## config.mk

```make
export PLATFORM = sky130hd
export DESIGN_NAME = fusion_uart_tx_flat
export DESIGN_NICKNAME = d
export VERILOG_FILES = /design/src/rtl/fusion_uart_tx_if.sv /design/src/rtl/fusion_uart_tx.sv /design/src/flat_wrapper.sv
export SDC_FILE = /design/constraint.sdc
export NUM_CORES = 1
export LEC_CHECK = 0
export CORE_MARGIN = 5
export CORE_UTILIZATION = 40
export CTS_CLUSTER_DIAMETER = 200
export CTS_CLUSTER_SIZE = 24
export DETAILED_ROUTE_END_ITERATION = 8
export PLACE_DENSITY_LB_ADDON = 0.15
export SETUP_SLACK_MARGIN = 0.2
export SYNTH_ARGS = -nofsm -noshare
export SYNTH_HDL_FRONTEND = slang
export SYNTH_SLANG_ARGS = --single-unit
```

## constraint.sdc

```tcl
create_clock -name clk -period 3.7 [get_ports clk]
set_clock_uncertainty 0.1 [all_clocks]
set_input_delay 0.74 -clock clk [delete_from_list [all_inputs] [get_ports clk]]
set_output_delay 0.74 -clock clk [all_outputs]
set_load 0.01 [all_outputs]
```

## src/rtl/fusion_uart_tx_if.sv

```systemverilog
// Sample-side and serial-side signals of fusion_uart_tx, bundled for port hookup.
interface fusion_uart_tx_if;
  logic [15:0] fusion_in;
  logic        valid_in;
  logic        tx;
  logic        busy;
  logic        overflow;
  logic [7:0]  drop_count;

  modport master (
    output fusion_in, valid_in,
    input  tx, busy, overflow, drop_count
  );

  modport slave (
    input  fusion_in, valid_in,
    output tx, busy, overflow, drop_count
  );
endinterface

```

## src/rtl/fusion_uart_tx.sv

```systemverilog
// Streams fused 16-bit samples over an 8N1 UART as 3-byte frames (sync, msb, lsb),
// buffered by a small drop-on-full FIFO with a saturating drop counter.
module fusion_uart_tx #(
  parameter int unsigned CLKS_PER_BIT = 868,
  parameter int unsigned FIFO_DEPTH   = 4,
  parameter logic [7:0]  SYNC_BYTE    = 8'hA5
) (
  input  logic            clk,
  input  logic            rst,
  fusion_uart_tx_if.slave bus
);

  localparam int unsigned PTR_W  = (FIFO_DEPTH > 1) ? $clog2(FIFO_DEPTH) : 1;
  localparam int unsigned CNT_W  = $clog2(FIFO_DEPTH + 1);
  localparam int unsigned BAUD_W = (CLKS_PER_BIT > 1) ? $clog2(CLKS_PER_BIT) : 1;
  localparam logic [BAUD_W-1:0] BAUD_LAST = BAUD_W'(CLKS_PER_BIT - 1);
  localparam logic [CNT_W-1:0]  FIFO_FULL = CNT_W'(FIFO_DEPTH);

  if (CLKS_PER_BIT < 2) begin : g_bad_cpb
    $error("CLKS_PER_BIT must be at least 2");
  end
  if ((FIFO_DEPTH < 2) || ((FIFO_DEPTH & (FIFO_DEPTH - 1)) != 0)) begin : g_bad_depth
    $error("FIFO_DEPTH must be a power of two, 2 or more");
  end

  typedef enum logic [1:0] {IDLE, START, DATA, STOP} state_e;

  state_e            state_q, state_d;
  logic [1:0]        byte_idx_q, byte_idx_d;
  logic [2:0]        bit_idx_q, bit_idx_d;
  logic [BAUD_W-1:0] baud_q, baud_d;
  logic [15:0]       hold_q, hold_d;
  logic              tx_q, tx_d;
  logic              overflow_q, overflow_d;
  logic [7:0]        drop_q, drop_d;

  logic [15:0]       mem_q [FIFO_DEPTH];
  logic [15:0]       mem_d [FIFO_DEPTH];
  logic [PTR_W-1:0]  wr_ptr_q, wr_ptr_d;
  logic [PTR_W-1:0]  rd_ptr_q, rd_ptr_d;
  logic [CNT_W-1:0]  count_q, count_d;

  logic              fifo_empty, fifo_full;
  logic              pop, push;
  logic              baud_done;
  logic [7:0]        cur_byte;

  // FIFO: pop is decided from pre-edge state, so a full FIFO popping this cycle
  // still has room for a coincident push.
  always_comb begin
    fifo_empty = (count_q == '0);
    fifo_full  = (count_q == FIFO_FULL);
    pop        = (state_q == IDLE) && !fifo_empty;
    push       = bus.valid_in && (!fifo_full || pop);

    mem_d = mem_q;
    if (push) begin
      mem_d[wr_ptr_q] = bus.fusion_in;
    end
    wr_ptr_d = push ? wr_ptr_q + 1'b1 : wr_ptr_q;
    rd_ptr_d = pop  ? rd_ptr_q + 1'b1 : rd_ptr_q;

    count_d = count_q;
    case ({push, pop})
      2'b10:   count_d = count_q + 1'b1;
      2'b01:   count_d = count_q - 1'b1;
      default: count_d = count_q;
    endcase

    overflow_d = bus.valid_in && fifo_full && !pop;
    drop_d     = drop_q;
    if (overflow_d && (drop_q != 8'hFF)) begin
      drop_d = drop_q + 8'd1;
    end
  end

  always_comb begin
    baud_done = (baud_q == BAUD_LAST);
    case (byte_idx_q)
      2'd0:    cur_byte = SYNC_BYTE;
      2'd1:    cur_byte = hold_q[15:8];
      default: cur_byte = hold_q[7:0];
    endcase

    state_d    = state_q;
    byte_idx_d = byte_idx_q;
    bit_idx_d  = bit_idx_q;
    baud_d     = baud_q;
    hold_d     = hold_q;

    case (state_q)
      IDLE: begin
        baud_d    = '0;
        bit_idx_d = '0;
        if (pop) begin
          hold_d     = mem_q[rd_ptr_q];
          byte_idx_d = 2'd0;
          state_d    = START;
        end
      end
      START: begin
        if (baud_done) begin
          baud_d    = '0;
          bit_idx_d = '0;
          state_d   = DATA;
        end else begin
          baud_d = baud_q + 1'b1;
        end
      end
      DATA: begin
        if (baud_done) begin
          baud_d = '0;
          if (bit_idx_q == 3'd7) begin
            state_d = STOP;
          end else begin
            bit_idx_d = bit_idx_q + 3'd1;
          end
        end else begin
          baud_d = baud_q + 1'b1;
        end
      end
      STOP: begin
        if (baud_done) begin
          baud_d = '0;
          if (byte_idx_q < 2'd2) begin
            byte_idx_d = byte_idx_q + 2'd1;
            state_d    = START;
          end else begin
            state_d = IDLE;
          end
        end else begin
          baud_d = baud_q + 1'b1;
        end
      end
      default: state_d = IDLE;
    endcase

    // Line level follows the current state through one register, so tx
    // trails the FSM by exactly one cycle throughout the frame.
    case (state_q)
      START:   tx_d = 1'b0;
      DATA:    tx_d = cur_byte[bit_idx_q];
      default: tx_d = 1'b1;
    endcase
  end

  always_ff @(posedge clk or posedge rst) begin
    if (rst) begin
      state_q    <= IDLE;
      byte_idx_q <= '0;
      bit_idx_q  <= '0;
      baud_q     <= '0;
      hold_q     <= '0;
      tx_q       <= 1'b1;
      overflow_q <= 1'b0;
      drop_q     <= '0;
      wr_ptr_q   <= '0;
      rd_ptr_q   <= '0;
      count_q    <= '0;
    end else begin
      state_q    <= state_d;
      byte_idx_q <= byte_idx_d;
      bit_idx_q  <= bit_idx_d;
      baud_q     <= baud_d;
      hold_q     <= hold_d;
      tx_q       <= tx_d;
      overflow_q <= overflow_d;
      drop_q     <= drop_d;
      wr_ptr_q   <= wr_ptr_d;
      rd_ptr_q   <= rd_ptr_d;
      count_q    <= count_d;
    end
  end

  always_ff @(posedge clk) begin
    mem_q <= mem_d;
  end

  assign bus.tx         = tx_q;
  assign bus.busy       = (state_q != IDLE) || (count_q != '0);
  assign bus.overflow   = overflow_q;
  assign bus.drop_count = drop_q;

endmodule

```

## src/flat_wrapper.sv

```systemverilog
// flat-port wrapper written by rule: the top's interface ports become plain ports
module fusion_uart_tx_flat 
#(
  parameter int unsigned CLKS_PER_BIT = 868,
  parameter int unsigned FIFO_DEPTH   = 4,
  parameter logic [7:0]  SYNC_BYTE    = 8'hA5
)
  (clk, rst, bus_fusion_in, bus_valid_in, bus_tx, bus_busy, bus_overflow, bus_drop_count);
  fusion_uart_tx_if bus_i ();
  input  logic clk;
  input  logic rst;
  input wire logic [$bits(bus_i.fusion_in)-1:0] bus_fusion_in;
  input wire logic [$bits(bus_i.valid_in)-1:0] bus_valid_in;
  output wire logic [$bits(bus_i.tx)-1:0] bus_tx;
  output wire logic [$bits(bus_i.busy)-1:0] bus_busy;
  output wire logic [$bits(bus_i.overflow)-1:0] bus_overflow;
  output wire logic [$bits(bus_i.drop_count)-1:0] bus_drop_count;
  assign bus_i.fusion_in = bus_fusion_in;
  assign bus_i.valid_in = bus_valid_in;
  assign bus_tx = bus_i.tx;
  assign bus_busy = bus_i.busy;
  assign bus_overflow = bus_i.overflow;
  assign bus_drop_count = bus_i.drop_count;
  fusion_uart_tx #(.CLKS_PER_BIT(CLKS_PER_BIT), .FIFO_DEPTH(FIFO_DEPTH), .SYNC_BYTE(SYNC_BYTE)) u_core (.clk(clk), .rst(rst), .bus(bus_i));
endmodule
```

Word level (Yosys, flattened, before mapping):

Cells that the tools add are included.

* bitwise operators: 2
* equality and inequality tests: 17
* muxes and demuxes: 28
* magnitude comparators: 5
* reductions and logical operators: 24
* add/subtract/negate cells: 8

Operators by type and width (count)
* 64-bit bitwise mux: 1
* 16-bit two-way mux: 3
* 16-bit binary-select mux with 2-bit select: 1
* 16-bit demux with 2-bit select: 1
* 10-bit case mux with 2 select lines: 1
* 2-bit two-way mux: 8
* 8-bit case mux with 2 select lines: 1
* 2-bit by 1-bit != test with 1-bit output (second input constant): 6
* 10-bit by 1-bit adder with 10-bit output (second input constant): 1
* 10-bit equality test (second input constant): 1
* 10-bit two-way mux: 1
* 3-bit two-way mux: 3
* 3-bit case mux with 3 select lines: 1
* 8-bit by 1-bit adder with 8-bit output (second input constant): 1
* 8-bit != test (second input constant): 1
* 2-bit case mux with 4 select lines: 1
* 4-bit AND reduction: 2
* 2-bit by 1-bit adder with 2-bit output (second input constant): 3
* 3-bit by 1-bit adder with 3-bit output (second input constant): 2
* 2-bit by 1-bit equality test with 1-bit output (second input constant): 3
* 2-bit equality test (second input constant): 3
* 3-bit equality test (second input constant): 2
* 3-bit greater-or-equal comparator (second input constant): 2
* 1-bit logical AND: 6
* other kinds (20): 29

* flip-flop bits (word level): 114
* output and inout bits: 11
* logic and storage cells: 99

Longest topological paths before layout:

* depth in word-level cells: 7
* mapped depth: 11
* depth with buffers taken out: 10

Worst setup path after synthesis:

Ideal clock, no wire load.

* path type: register -> register
* from: register u_core.state_q[0]
* to: register u_core.count_q[1]
* path buffers: 1
* period minus slack after synthesis: 2513 ps
* setup slack: 1187 ps
* stages on the path, launching flop included: 9
* arrival time: 2289 ps
* path through: dfrtp_1 inv_1 ha_1 nand2b_1 inv_2 buf_1 ha_1 fa_1 mux2_2

* cells in the longest elaborated chain, start to end: 6
* elaborated cells between the ends (all ways): 8
* those cells by class: 2 x eq/ne; 1 x mux; 5 x reduce/logical

RTL lines
* from (decl): line fusion_uart_tx.sv:28 `state_e state_q, state_d;`
* from (signal assigned): line fusion_uart_tx.sv:161 `state_q <= state_d;`
* 2-bit zero test (*): line fusion_uart_tx.sv:53 `pop = (state_q == IDLE) && !fifo_empty;`
* 1-bit logical AND (*): line fusion_uart_tx.sv:53
* via u_core.pop: line fusion_uart_tx.sv:44 `logic pop, push;`
* 1-bit logical OR: line fusion_uart_tx.sv:54 `push = bus.valid_in && (!fifo_full || pop);`
* 1-bit logical AND: line fusion_uart_tx.sv:54
* 2-bit by 1-bit equality test with 1-bit output / 2-bit equality test (equally long branches): line fusion_uart_tx.sv:64 `case ({push, pop})`
* 3-bit case mux with 2 select lines (*): line fusion_uart_tx.sv:64
* via u_core.count_d[1]: line fusion_uart_tx.sv:41 `logic [CNT_W-1:0] count_q, count_d;`
* to (signal assigned): line fusion_uart_tx.sv:171 `count_q <= count_d;`
* to (decl): line fusion_uart_tx.sv:41

Mark *: on every way through the listed nets, which the timed path passes. The rest lies on a longest branch.
A chain may end at the register's enable or synchronous reset.

Final worst setup path:

* from: register u_core.state_q[0]
* to: output bus_busy

* cells in the longest elaborated chain, start to end: 2

RTL lines
* 2-bit nonzero test: line fusion_uart_tx.sv:180 `assign bus.busy = (state_q != IDLE) || (count_q != '0);`
* 1-bit logical OR: line fusion_uart_tx.sv:180
* to (decl): line flat_wrapper.sv:15 `output wire logic [$bits(bus_i.busy)-1:0] bus_busy;`

Every way passes these cells.

==> impl_metrics.py <==
metrics = {
    "critical_path": {
        "cpLargestDelayFamily": "buffers and inverters",
        "path_buf_inv": 3,
        "start_kind": "flop",
        "worstPathMaxFanout": 7,
        "critPathArrivalTime_ns": 2.12,
        "crit_path_end_kind": "output pin",
        "crit_required_ns": 2.86,
        "worst-path-stages": 5,
        "worstPathCellList": "inv_1 -> ha_1 -> and2_2 -> inv_1 -> clkdlybuf4s50_1",
        "cp_slowest_cell": "clkdlybuf4s50_1",
        "crit_path_frequent_cell": "inv_1",
        "path_class": "flop to output pin",
        "max_stage_delay_ns": 0.54,
        "ff2ff_path_depth": 10,
    },
    "floorplan": {
        "initial_core_util_pct": 40.6,
        "die_h_um": 120,
        "die_w_um": 120,
        "die_area_um2": 14500,
        "rows": 40,
        "io_pins": 30,
        "core_area_um2": 12000,
    },
    "routing": {
        "drt_iter0_drc": 106,
        "routed_wl_um": 8630,
        "avgViaCountPerCell": 5.11,
        "wl_per_cell_um": 16.7,
        "via_count": 2635,
        "drc_errors": 0,
        "firstDrtPassIters": 4,
        "ant_nets": 0,
    },
    "final_layout": {
        "final_layout_size_suffix_gt1_share_pct": 21.4,
        "area_growth_pct": 21.5,
        "final_area_um2": 5930,
        "nFillCells": 1047,
        "diodes": 0,
        "final_core_util_pct": 49.4,
        "nets": 394,
    },
    "grt": {
        "grt_overflow": 0,
        "grt_max_degree": 51,
        "grt_pass1_wl_um": 14100,
        "antenna_found_initial": 0,
        "gr-usage-all-layers_pct": 13.1,
        "grt_pass1_vias": 2695,
    },
    "clocking": {
        "clk_latency_ns": 0.41,
        "cts_setup_buffers": 0,
        "cts_tree": "done",
        "cts-root-buf": "clkbuf_16",
        "cts_buffers": 17,
        "path_clk_slew_ns": 0.05,
        "cts_sinks": 114,
        "htree_levels": 4,
        "cts_hold_buffers": 0,
        "clockBufferDepth": 2,
        "cts-resized-gates": 0,
    },
    "sta": {
        "fin_tns_setup_ns": 0,
        "rsz0062_at_grt": "no",
        "fmax_mhz": 338,
        "finalMaxSlewViolations": 0,
        "final.period_utilization_pct": 80.0,
        "setup_viol": 0,
        "setup_ws_ns": 0.739,
        "worst_slew_pin_slew_ns": 1.04,
        "maxSlewHeadroom_pct": 30.6,
        "period_needed_ns": 2.96,
        "hold_violations": 0,
    },
    "worst_hold_path": {
        "hold_depth": 1,
        "hold_class": "flop to flop",
    },
    "synth": {
        "syn_inst": 312,
        "synthesis.area_um2": 4880,
        "async_flop_share_pct": 43.9,
        "seq_area_frac_synth_pct": 65.0,
        "synthesis.nets": 349,
        "synth_cell_types": 44,
        "synth_top_family_by_area": "multiplexers",
        "synth_top_area_share_pct": 39.4,
        "synth_top_cells_by_area": "edfxtp_1 39%, dfrtp_1 25%, mux4_2 7.8%",
        "synth-xor-area-share_pct": 3.77,
        "synth_mux_area_share_pct": 12.7,
        "ys.flop_type": "edfxtp_1",
        "synth_edf_count": 64,
        "syn_avg_cell_area_um2": 15.6,
        "yosysWarnings": 0,
        "synth.ff_latch_count": 114,
        "synthSimpleGateAreaFrac_pct": 8.46,
        "synth_compound_area_share_pct": 3.44,
        "synth_fa_ha_area_share_pct": 4.77,
        "synth_top_area_cell": "edfxtp_1",
    },
    "power_and_ir_drop": {
        "cellPowerDensity_nw_per_um2": 791,
        "ir_drop_uv": 334,
        "p_leak_nw": 2.27,
    },
    "status": {
        "outcome": "finished, final reports clean",
    },
    "flow_run": {
        "max-cap-violations": 0,
    },
    "placement": {
        "hpwl_um": 5630,
        "portBuffers": 29,
        "place.gp.congestion": 0.791,
        "dp_slack_ns": 0.687,
        "post_dp_cell_area_um2": 5360,
    },
}
==> report_power, final <==
part / switching, mW / internal, mW / leakage [nW]
registers: 0.211 / 1.70 / 1.22
logic: 0.581 / 0.645 / 0.792
clock network: 0.568 / 0.983 / 0.258
==> per-stage QoR <==
step	total power [mW]	hold slack, ns	cells
after CTS	4.76	0.388	516
after floorplan	2.81	0.354	312
final	4.69	0.383	516
after global placement	3.17	0.376	485
after global routing	4.97	0.412	516
after detailed placement	3.19	0.381	485
==> worst paths after layout <==
kind	startpoint	end	slack [ns]
max	u_core.state_q[0]$_DFFE_PP0P_	bus_busy	0.74
max reg2reg	u_core.state_q[0]$_DFFE_PP0P_	u_core.count_q[2]$_DFFE_PP0P_	0.96
min in group asynchronous	rst	u_core.bus.drop_count[5]$_DFFE_PP0P_	0.81
min reg2reg	u_core.baud_q[0]$_DFF_PP0_	u_core.baud_q[0]$_DFF_PP0_	0.38
min	u_core.baud_q[0]$_DFF_PP0_	u_core.baud_q[0]$_DFF_PP0_	0.38
max in group asynchronous	rst	u_core.hold_q[1]$_DFFE_PP0P_	2.04
==> Yosys cell counts (2+ instances only) <==
| cell | number |
|---|---|
| nor2_1 | 18 |
| or3_1 | 2 |
| mux4_2 | 17 |
| nand4_1 | 2 |
| ha_1 | 17 |
| o21ai_0 | 4 |
| nor3_1 | 9 |
| buf_2 | 3 |
| and2_1 | 4 |
| nor4_1 | 5 |
| dfrtp_1 | 49 |
| a22o_1 | 2 |
| a21oi_1 | 2 |
| clkbuf_1 | 4 |
| nor2b_1 | 3 |
| nor3b_1 | 3 |
| a211o_1 | 2 |
| a2111oi_0 | 2 |
| and3_1 | 2 |
| nand2_1 | 12 |
| nor4b_1 | 2 |
| xnor2_1 | 11 |
| mux2_2 | 20 |
| a211oi_1 | 2 |
| inv_1 | 14 |
| xor2_1 | 10 |
| nand3_1 | 9 |
| nand2b_1 | 3 |
| edfxtp_1 | 64 |
==> cell families (layout without fill, tap and decap cells) <==
group,Yosys count,in the layout
XOR/XNOR,21,21
multiplexers,38,38
AO/OA/AOI/OAI,20,20
AND/OR/NAND/NOR,78,78
adder cells (fa/ha/maj),18,18
buffers and inverters,23,80
flip-flops,114,114
==> metal layers <==
metal	global-route usage [%]	wire length, um
met2	20.3	4140
met5	0	0
met3	3.98	288
met4	6.52	188
met1	16.6	4020
==> flip-flops by register name (all words and copies together) (netlist names) <==
signal	flops
u_core.bit_idx_q	3
u_core.bus.tx	1
u_core.bus.drop_count	8
u_core.baud_q	10
u_core.mem_q	64
u_core.count_q	3
u_core.bus.overflow	1
u_core.hold_q	16
u_core.wr_ptr_q	2
u_core.rd_ptr_q	2
u_core.byte_idx_q	2
u_core.state_q	2
==> cell usage in the layout (no fill, tap or decap), drive strengths merged, types with 3 or more instances in the layout <==
| cell type | n |
|---|---|
| and2 | 5 |
| nor3b | 4 |
| nand2 | 12 |
| nor4 | 5 |
| mux4 | 17 |
| xnor2 | 11 |
| o21ai | 4 |
| ha | 17 |
| nor2 | 18 |
| clkdlybuf4s50 | 29 |
| xor2 | 10 |
| a211oi | 3 |
| clkbuf | 18 |
| dfrtp | 49 |
| a2111oi | 3 |
| nor2b | 3 |
| inv | 15 |
| mux2 | 21 |
| nand3 | 9 |
| nor3 | 9 |
| clkinv | 5 |
| buf | 5 |
| nand2b | 3 |
| clkinvlp | 6 |
| edfxtp | 64 |
==> cell type report <==
cell class	instances	area, um2	area share, %
multi-input cells	175	1620	27.3
flip-flops and latches	114	3170	53.5
repair buffers	34	328	5.53
inverters	15	56.3	0.950
clock buffers	18	429	7.24
well taps	147	184	3.10
clock inverters	13	140	2.36
No activity file was read; power rests on OpenSTA's default activity.
